### src/rtl/lsu_pkg.sv
// Shared definitions for the load/store unit.
//   - Address map of the code and data RAMs behind the memory interface.
//   - RV32I funct3 width/sign codes used by loads and stores.
//   - LSU state encoding.
//   - Helpers: is_misaligned, is_illegal, lane_mask.
package lsu_pkg;

    // Address map decoded by the memory interface block.
    localparam logic [31:0] CODE_BASE = 32'h0000_0000;
    localparam logic [31:0] CODE_SIZE = 32'h0001_0000;
    localparam logic [31:0] DATA_BASE = 32'h1001_0000;
    localparam logic [31:0] DATA_SIZE = 32'h0001_0000;

    // RV32I load/store width and signedness codes.
    localparam logic [2:0] F3_B  = 3'b000;
    localparam logic [2:0] F3_H  = 3'b001;
    localparam logic [2:0] F3_W  = 3'b010;
    localparam logic [2:0] F3_BU = 3'b100;
    localparam logic [2:0] F3_HU = 3'b101;

    typedef enum logic [1:0] {
        IDLE  = 2'd0,
        READ  = 2'd1,
        WRITE = 2'd2,
        DONE  = 2'd3
    } lsuState_e;

    // Halfwords must sit on even addresses, words on multiples of four.
    function automatic logic is_misaligned(input logic [2:0] funct3, input logic [1:0] addrLow);
        logic result;
        case (funct3)
            F3_H, F3_HU: result = addrLow[0];
            F3_W:        result = (addrLow != 2'b00);
            default:     result = 1'b0;
        endcase
        return result;
    endfunction

    // Loads accept b/h/w/bu/hu; stores only b/h/w.
    function automatic logic is_illegal(input logic isStore, input logic [2:0] funct3);
        logic result;
        if (isStore) begin
            result = (funct3 >= 3'b011);
        end else begin
            result = (funct3 == 3'b011) || (funct3 == 3'b110) || (funct3 == 3'b111);
        end
        return result;
    endfunction

    // Lane mask depends only on the size bits, so bu/hu share b/h masks.
    function automatic logic [3:0] lane_mask(input logic [2:0] funct3, input logic [1:0] addrLow);
        logic [3:0] mask;
        case (funct3[1:0])
            2'b00:   mask = 4'b0001 << addrLow;
            2'b01:   mask = addrLow[1] ? 4'b1100 : 4'b0011;
            default: mask = 4'b1111;
        endcase
        return mask;
    endfunction

endpackage

### src/rtl/lsu_align.sv
// Combinational lane alignment for the load/store unit.
//   funct3      : RV32I width/sign code
//   addrLow     : byte offset within the word
//   wData       : right-aligned store data
//   rawWord     : word returned by memory
//   byteEnable  : lane mask for the access
//   writeData   : store data replicated across all lanes
//   loadResult  : selected byte/half/word, sign- or zero-extended
module lsu_align
    import lsu_pkg::*;
(
    input  logic [2:0]  funct3,
    input  logic [1:0]  addrLow,
    input  logic [31:0] wData,
    input  logic [31:0] rawWord,
    output logic [3:0]  byteEnable,
    output logic [31:0] writeData,
    output logic [31:0] loadResult
);

    logic [7:0]  byteLane [4];
    logic [7:0]  selByte;
    logic [15:0] selHalf;

    genvar gi;
    generate
        for (gi = 0; gi < 4; gi++) begin : g_lane
            assign byteLane[gi] = rawWord[8*gi +: 8];
        end
    endgenerate

    assign byteEnable = lane_mask(funct3, addrLow);

    always_comb begin
        selByte    = byteLane[addrLow];
        selHalf    = addrLow[1] ? rawWord[31:16] : rawWord[15:0];
        writeData  = wData;
        loadResult = rawWord;
        case (funct3[1:0])
            2'b00: begin
                writeData  = {4{wData[7:0]}};
                // funct3[2] distinguishes the unsigned variants.
                loadResult = funct3[2] ? {24'b0, selByte} : {{24{selByte[7]}}, selByte};
            end
            2'b01: begin
                writeData  = {2{wData[15:0]}};
                loadResult = funct3[2] ? {16'b0, selHalf} : {{16{selHalf[15]}}, selHalf};
            end
            default: begin
                writeData  = wData;
                loadResult = rawWord;
            end
        endcase
    end

endmodule

### src/rtl/load_store_unit.sv
// Load/store unit between the execute/memory stage and the memory interface.
// Accepts one request at a time (iReq sampled while oReady), classifies it,
// then runs a READ phase of MEM_LATENCY cycles, a single WRITE cycle, or goes
// straight to DONE on a fault. oValid pulses for one cycle in DONE.
//   Core side  : iReq, iWe, iFunct3, iAddr, iWData -> oReady, oValid, oRData, oFault
//   Memory side: oReadEnable, oWriteEnable, oByteEnable, oAddress, oWriteData <- iReadData
// All memory-side outputs come straight from registers.
module load_store_unit
    import lsu_pkg::*;
#(
    parameter int MEM_LATENCY = 1
) (
    input  logic        iCLK,
    input  logic        iRST_N,
    input  logic        iReq,
    input  logic        iWe,
    input  logic [2:0]  iFunct3,
    input  logic [31:0] iAddr,
    input  logic [31:0] iWData,
    output logic        oReady,
    output logic        oValid,
    output logic [31:0] oRData,
    output logic        oFault,
    output logic        oReadEnable,
    output logic        oWriteEnable,
    output logic [3:0]  oByteEnable,
    output logic [31:0] oAddress,
    output logic [31:0] oWriteData,
    input  logic [31:0] iReadData
);

    localparam logic [2:0] LAST_COUNT = 3'(MEM_LATENCY - 1);

    lsuState_e   stateReg, stateNext;
    logic [2:0]  latCountReg;
    logic [2:0]  funct3Reg;
    logic [31:0] addrReg;
    logic [31:0] rDataReg;
    logic [31:0] writeDataReg;
    logic [3:0]  byteEnableReg;
    logic        readEnableReg, writeEnableReg, validReg, faultReg;
    logic        readEnableNext, writeEnableNext, validNext;

    logic        accept;
    logic        reqFault;
    logic        readDone;
    logic [2:0]  alignFunct3;
    logic [1:0]  alignAddrLow;
    logic [3:0]  alignByteEnable;
    logic [31:0] alignWriteData;
    logic [31:0] alignLoadResult;

    assign accept   = (stateReg == IDLE) && iReq;
    assign reqFault = is_misaligned(iFunct3, iAddr[1:0]) || is_illegal(iWe, iFunct3);
    assign readDone = (stateReg == READ) && (latCountReg == LAST_COUNT);

    // One aligner serves both ends: request-side lanes while IDLE, and
    // extraction of the returned word from the registered request otherwise.
    assign alignFunct3  = (stateReg == IDLE) ? iFunct3    : funct3Reg;
    assign alignAddrLow = (stateReg == IDLE) ? iAddr[1:0] : addrReg[1:0];

    lsu_align u_align (
        .funct3     (alignFunct3),
        .addrLow    (alignAddrLow),
        .wData      (iWData),
        .rawWord    (iReadData),
        .byteEnable (alignByteEnable),
        .writeData  (alignWriteData),
        .loadResult (alignLoadResult)
    );

    always_ff @(posedge iCLK or negedge iRST_N) begin
        if (!iRST_N) begin
            stateReg <= IDLE;
        end else begin
            stateReg <= stateNext;
        end
    end

    // Enables and oValid are registered from the next state so they line up
    // exactly with the state they belong to.
    always_comb begin
        stateNext = stateReg;
        case (stateReg)
            IDLE: begin
                if (iReq) begin
                    if (reqFault) begin
                        stateNext = DONE;
                    end else if (iWe) begin
                        stateNext = WRITE;
                    end else begin
                        stateNext = READ;
                    end
                end
            end
            READ:    if (latCountReg == LAST_COUNT) stateNext = DONE;
            WRITE:   stateNext = DONE;
            DONE:    stateNext = IDLE;
            default: stateNext = IDLE;
        endcase
        readEnableNext  = (stateNext == READ);
        writeEnableNext = (stateNext == WRITE);
        validNext       = (stateNext == DONE);
    end

    always_ff @(posedge iCLK or negedge iRST_N) begin
        if (!iRST_N) begin
            latCountReg    <= 3'd0;
            funct3Reg      <= 3'd0;
            addrReg        <= 32'd0;
            rDataReg       <= 32'd0;
            writeDataReg   <= 32'd0;
            byteEnableReg  <= 4'd0;
            readEnableReg  <= 1'b0;
            writeEnableReg <= 1'b0;
            validReg       <= 1'b0;
            faultReg       <= 1'b0;
        end else begin
            readEnableReg  <= readEnableNext;
            writeEnableReg <= writeEnableNext;
            validReg       <= validNext;

            // Counts READ cycles; restarts from zero for every access.
            if (stateReg == READ) begin
                latCountReg <= latCountReg + 3'd1;
            end else begin
                latCountReg <= 3'd0;
            end

            if (accept) begin
                addrReg       <= iAddr;
                funct3Reg     <= iFunct3;
                faultReg      <= reqFault;
                byteEnableReg <= reqFault ? 4'd0 : alignByteEnable;
                writeDataReg  <= (iWe && !reqFault) ? alignWriteData : 32'd0;
                if (reqFault) begin
                    rDataReg <= 32'd0;
                end
            end

            if (readDone) begin
                rDataReg <= alignLoadResult;
            end
        end
    end

    assign oReady       = (stateReg == IDLE);
    assign oValid       = validReg;
    assign oRData       = rDataReg;
    assign oFault       = faultReg;
    assign oReadEnable  = readEnableReg;
    assign oWriteEnable = writeEnableReg;
    assign oByteEnable  = byteEnableReg;
    assign oAddress     = addrReg;
    assign oWriteData   = writeDataReg;

endmodule

### config.mk
export PLATFORM = sky130hd
export DESIGN_NAME = load_store_unit
export DESIGN_NICKNAME = d
export VERILOG_FILES = /design/src/rtl/lsu_pkg.sv /design/src/rtl/lsu_align.sv /design/src/rtl/load_store_unit.sv
export SDC_FILE = /design/constraint.sdc
export NUM_CORES = 1
export LEC_CHECK = 0
export BUFFER_PORTS_ARGS = -buffer_cell sky130_fd_sc_hd__buf_2
export CAP_MARGIN = 5
export CORE_AREA = 2 2 109 111
export DETAILED_ROUTE_END_ITERATION = 10
export DIE_AREA = 0 0 111 113
export PLACE_DENSITY = 0.88
export SYNTH_ARGS = -nofsm -noshare
export SYNTH_HDL_FRONTEND = slang
export SYNTH_HIERARCHICAL = 1
export SYNTH_SLANG_ARGS = --single-unit
export TNS_END_PERCENT = 1
### constraint.sdc
create_clock -name iCLK -period 3.5 [get_ports iCLK]
set_input_delay 0.35 -clock iCLK [delete_from_list [all_inputs] [get_ports iCLK]]
set_output_delay 0.35 -clock iCLK [all_outputs]
set_load 0.01 [all_outputs]
==> impl_metrics.ini, run 1 <==
[yosys]
synth_top_family_by_area = compound AO/OA/AOI/OAI gates
synth-main-ff-cell = dfrtp_1
synthTopCellsByArea = dfrtp_1, nand2_1, a22o_2
synth_compound_area_frac = 0.189
synthXorXnorAreaFrac = 0.00158
synth_nets = 694
ys_seq_elements = 112
synthesis.area_um2 = 5530
syn-instance-count = 586
yosysTopAreaCell = dfrtp_1
yosysWarnings = 6
synth_fa_ha_area_frac = 0.0113
synth_mux_area_frac = 0.0761
ys_seq_area_frac = 0.507
synth_cell_types = 40
avgSynthCellArea_um2 = 9.43
synth_edf_count = 0
synth.top_cell.area_share = 0.507
synth-simple-area-share = 0.162
synthArstFlopShare = 1.00

[setup_path]
path_cells = inv_1 -> ha_1 -> mux2_2 -> mux4_2 -> nand2_1 -> a21oi_1 -> a22o_2
cp_data_required_time_ps = 3750
startpoint = stateReg[1]
cp_max_fo = 17
setup.worst_path.end_class = flip-flop
cpPeakStageDelay_ps = 580
cp-start-kind = flip-flop
critical_path_class = flip-flop to flip-flop
timing.rr.start = stateReg[1]
cp.arrival_ps = 3280
cp_slowest_cell = mux4_2
reg2reg_slack_ps = 460

[flow_run]
drv_cap = 0

[power_and_ir_drop]
power_frac_seq = 0.323
clkPwrFrac = 0.159
internal_power_mw = 3.70
p_comb_frac = 0.519
switching_share = 0.422
ir_drop_uv = 478
p_leak_nw = 3.63
p_per_area_nw_per_um2 = 932
p_sw_mw = 2.70

[final_layout]
diodes = 0
drive_gt1_frac = 0.376
nNetsFinal = 871
fin_util = 0.609
area_growth_pct = 24.2

[sta]
final.setup.tns_ps = 0
clock_skew_ps = 8.24
report.final.slew_viol_count = 0
worst_pin_slew_ps = 1090
max_freq_mhz = 329
rsz0062_at_grt = no
hold_violations = 0
slew-limit-headroom = 0.270
period_share = 0.868
finalCriticalPeriod_ps = 3040
layout_setup_ws_ps = 462
finalSetupViolCount = 0

[routing]
drcViolationCount = 0
drtIter0Drc = 258
via_per_inst = 5.49
dr.pass1.iters = 5
vias = 5001
wl_um = 15800
ant_nets = 0
wl_per_cell_um = 17.3

[clock_tree]
postCtsSetupRepairBufs = 0
htree_levels = 3
cts_hold_buf = 0
clock_sink_count = 112
path_clk_slew_ps = 80
cts_resized = 0
cts-root-buf = clkbuf_16
cts_made_buffers = 9
cts_buffer_depth = 2
cts_tree = yes
clkLatencyLatePin_ps = 360

[global_route]
grt-ovfl-total = 0
track_usage = 0.254
antenna_found_initial = 0
grt_first_pass_wirelength_um = 25300
grt_max_degree = 83
grt_pass1_vias = 5031

[floorplanning]
rows = 39
num_io_pins = 208
initial_utilization = 0.490
core_um2 = 11300
die_area_um2 = 12500
die_h_um = 113
die_w_um = 111

[worst_hold_path]
hp-class = input pin to async pin

[outcome]
outcome = finished clean

[place]
globalplace.congestion = 0.861
place_ws_ps = 521
portBuffers = 207
dpl.hpwl_um = 11300
-- worst paths after layout --
kind | cells past startpoint | endpoint
worst min register to register | 2 | oAddress[16]
worst max-delay path | 7 | oRData[21]
min in group iCLK | 3 | oAddress[5]
worst max register to register | 7 | oRData[21]
worst min-delay path | 1 | oAddress[4]
max in group asynchronous | 2 | oRData[0]
-- state kept, by name (all words and copies together) (netlist names) --
| signal | flops |
|---|---|
| oByteEnable | 4 |
| latCountReg | 3 |
| oWriteData | 32 |
| oWriteEnable | 1 |
| oFault | 1 |
| oValid | 1 |
| stateReg | 2 |
| funct3Reg | 3 |
| oReadEnable | 1 |
| oAddress | 32 |
| oRData | 32 |
-- layout make-up --
| cell class | count | area, um^2 |
|---|---|---|
| clock buffers | 9 | 225 |
| clock inverters | 7 | 62.6 |
| fillers | 959 | 4410 |
| inverters | 7 | 26.3 |
| multi-input cells | 416 | 2430 |
| flip-flops and latches | 112 | 2800 |
| well taps | 143 | 179 |
| repair buffers | 217 | 1130 |
-- cells in the mapped netlist (2+ instances only) --
master / count
a21oi_1: 35
nor2_1: 10
and2_1: 4
a22o_1: 14
o21ai_0: 47
nand3_1: 2
a22o_2: 25
buf_1: 5
nand2_1: 192
buf_2: 12
buf_4: 8
ha_1: 5
a21oi_2: 2
o21bai_1: 4
a221o_1: 14
mux2i_1: 15
mux2_2: 22
buf_6: 4
clkbuf_1: 22
nor2b_1: 6
o22ai_1: 2
dfrtp_1: 112
inv_1: 7
-- per-layer routing --
metal | share of wire | global-route usage | vias up
li1 | - | - | 2352
met1 | 0.41 | 0.318 | 2390
met2 | 0.47 | 0.415 | 222
met3 | 0.082 | 0.0707 | 37
met4 | 0.028 | 0.110 | 0
met5 | 0 | 0 | -
-- power by group through the flow --
| stage | clock network (mW) | registers (mW) | logic [mW] |
|---|---|---|---|
| 2_1_floorplan | 0 | 2.26 | 2.12 |
| 3_3_place_gp | 0 | 2.06 | 3.16 |
| 4_1_cts | 1.03 | 2.07 | 3.26 |
| 6_report | 1.02 | 2.06 | 3.32 |
| 5_1_grt | 1.10 | 2.12 | 3.65 |
| 3_5_place_dp | 0 | 2.07 | 3.27 |
-- placed cells by master (no fill, tap or decap), types with 7 or more instances in the layout --
master / count
clkbuf_16: 9
a22o_2: 25
buf_2: 206
inv_1: 7
nand2_1: 191
o21ai_0: 47
mux2_2: 22
mux2i_1: 15
dfrtp_1: 112
a21oi_1: 35
a22o_1: 14
buf_4: 10
nor2_1: 10
a221o_1: 14
-- critical path: cells and delay by family, from the launching register on --
family	cells	cell delay, ps
AOI/OAI and AO/OA	2	460
adders and majority gates	1	420
and+or+nand+nor	1	490
DFF	1	410
muxes	2	1050
buffers and inverters	1	90
-- kinds of logic (layout without fill, tap and decap cells) --
kind of cell | after synthesis | count (layout)
xor gates and xnor gates | 1 | 1
DFF | 112 | 112
AOI/OAI and AO/OA | 150 | 150
adders and majority gates | 5 | 5
and+or+nand+nor | 222 | 222
muxes | 38 | 38
buffers and inverters | 58 | 240
-- per-stage QoR --
stage                     cells  instance area, um^2  total power, mW  hold slack, ps
after detailed placement    894                 6550             5.34             459
final                       911                 6860             6.40             178
after floorplan             586                 5530             4.38            54.4
after CTS                   910                 6840             6.36             176
after global placement      894                 6550             5.22             454
after global routing        911                 6860             6.87             180
(Power assumes the default switching activity.)
==> inputs of run 2 (changes only) <==
==> constraint.sdc (replaced) <==
create_clock -name iCLK -period 3.5 [get_ports iCLK]
set_input_delay 0.7 -clock iCLK [delete_from_list [all_inputs] [get_ports iCLK]]
set_output_delay 0.7 -clock iCLK [all_outputs]
set_load 0.1 [all_outputs]
==> run 2 against run 1 <==
Compared with the run above:
- clock skew shrank 5.3 ps
- design area grew 0.22%
- routed wire length shrank 0.70%
- worst setup slack gained 110 ps
- non-clock buffer count grew 2
- first-iteration DRC count grew 6.6%
- die area is the same
- critical endpoint is now oRData[7]
==> impl_metrics.ini, run 2 (synthesis results as in run 1) <==
[outcome]
outcome = finished clean

[routing]
ant_nets = 0
drtIter0Drc = 275
dr.pass1.iters = 5
drcViolationCount = 0
vias = 5001
wl_um = 15700
wl_per_cell_um = 17.2
via_per_inst = 5.48

[sta]
finalCriticalPeriod_ps = 2930
worst_pin_slew_ps = 1060
slew-limit-headroom = 0.293
clock_skew_ps = 2.93
finalSetupViolCount = 0
rsz0062_at_grt = no
final.setup.tns_ps = 0
period_share = 0.838
report.final.slew_viol_count = 0
max_freq_mhz = 341
hold_violations = 0

[clock_tree]
cts_tree = yes
path_clk_slew_ps = 70
postCtsSetupRepairBufs = 0
cts_made_buffers = 9
cts_buffer_depth = 2
htree_levels = 3
cts-root-buf = clkbuf_16
clock_sink_count = 112
clkLatencyLatePin_ps = 350
cts_resized = 0
cts_hold_buf = 0

[place]
place_area_um2 = 6570
globalplace.congestion = 0.863
portBuffers = 207
dpl.hpwl_um = 11400

[final_layout]
area_growth_pct = 24.5
final_common_cell = buf_2
layout_common_cells = buf_2, nand2_1, dfrtp_1, o21ai_0, a21oi_1
nNetsFinal = 873
design_area_um2 = 6880
n_fill_cell = 966
area.sequential_um2 = 2800
diodes = 0
drive_gt1_frac = 0.376
multi_input_area_um2 = 2430

[setup_path]
cp-start-kind = flip-flop
critical_path_class = flip-flop to flip-flop
cp_slowest_cell = mux4_2
setup.worst_path.end_class = flip-flop
timing.rr.start = stateReg[1]
cpPeakStageDelay_ps = 590
cp_max_fo = 17
cp.arrival_ps = 3170
cp_data_required_time_ps = 3740
startpoint = stateReg[1]
path_cells = inv_1 -> ha_1 -> buf_4 -> mux2_2 -> mux4_2 -> nand2_1 -> nand3_1 -> a22o_2

[floorplanning]
initial_utilization = 0.490
die_h_um = 113
die_area_um2 = 12500
core_um2 = 11300
num_io_pins = 208
rows = 39
die_w_um = 111

[global_route]
grt_pass1_vias = 4967
antenna_found_initial = 0
grt_max_degree = 55
grt_first_pass_wirelength_um = 24900
track_usage = 0.251
grt-ovfl-total = 0

[worst_hold_path]
hp-class = input pin to async pin

[flow_run]
drv_cap = 0
## run 2: cell count changes in the layout (fill, tap and decap cells not counted)
cell / previous run / this run
buf_4: 10 / 13
clkbuf_8: 0 / 3
inv_6: 3 / 0
clkinv_4: 2 / 0
buf_16: 1 / 0
bufinv_16: 0 / 1
clkbuf_1: 0 / 1
inv_8: 1 / 0
## run 2: path summary, 6_finish.rpt
path,to,cells after the start,slack (ps)
max in group asynchronous,oAddress[13],2,2320
min reg2reg,latCountReg[0],1,460
min in group iCLK,latCountReg[0],1,460
max,oRData[7],8,570
min,oAddress[12],1,390
max reg2reg,oRData[7],8,570
## run 2: per-stage QoR
stage / hold WS [ps] / instances / utilization / setup WS [ps]
finish: 388 / 912 / 0.610 / 568
global route: 439 / 912 / 0.610 / 397
CTS: 404 / 912 / 0.610 / 589
detailed placement: 457 / 897 / 0.583 / 618
global placement: 453 / 897 / 0.583 / 719
floorplan: 404 / 586 / - / 95.1
## run 2: worst max-delay path: cells and delay by family, from the launching register on
family | cells | cell delay, ps
simple gates | 2 | 650
compound gates | 1 | 280
buf+inv | 2 | 250
flops | 1 | 390
mux | 2 | 1070
fa+ha+maj | 1 | 180
## run 2: routing by layer
layer	track usage	up-vias	routed length, um
li1	-	2365	-
met1	0.306	2352	6480
met2	0.410	244	7310
met3	0.0712	40	1300
met4	0.129	0	587
met5	0	-	0
## run 2: cell type report
type / instances / area share
Multi-Input combinational cell: 416 / 0.354
Sequential cell: 112 / 0.407
Clock buffer: 13 / 0.0393
Timing Repair Buffer: 219 / 0.164
Tap cell: 143 / 0.0260
Inverter: 7 / 0.00382
Clock inverter: 2 / 0.00546
Power of run 2 is left out: the tool's default activity adds up to more than one toggle a clock period on the data nets, which glitch-free logic cannot reach.
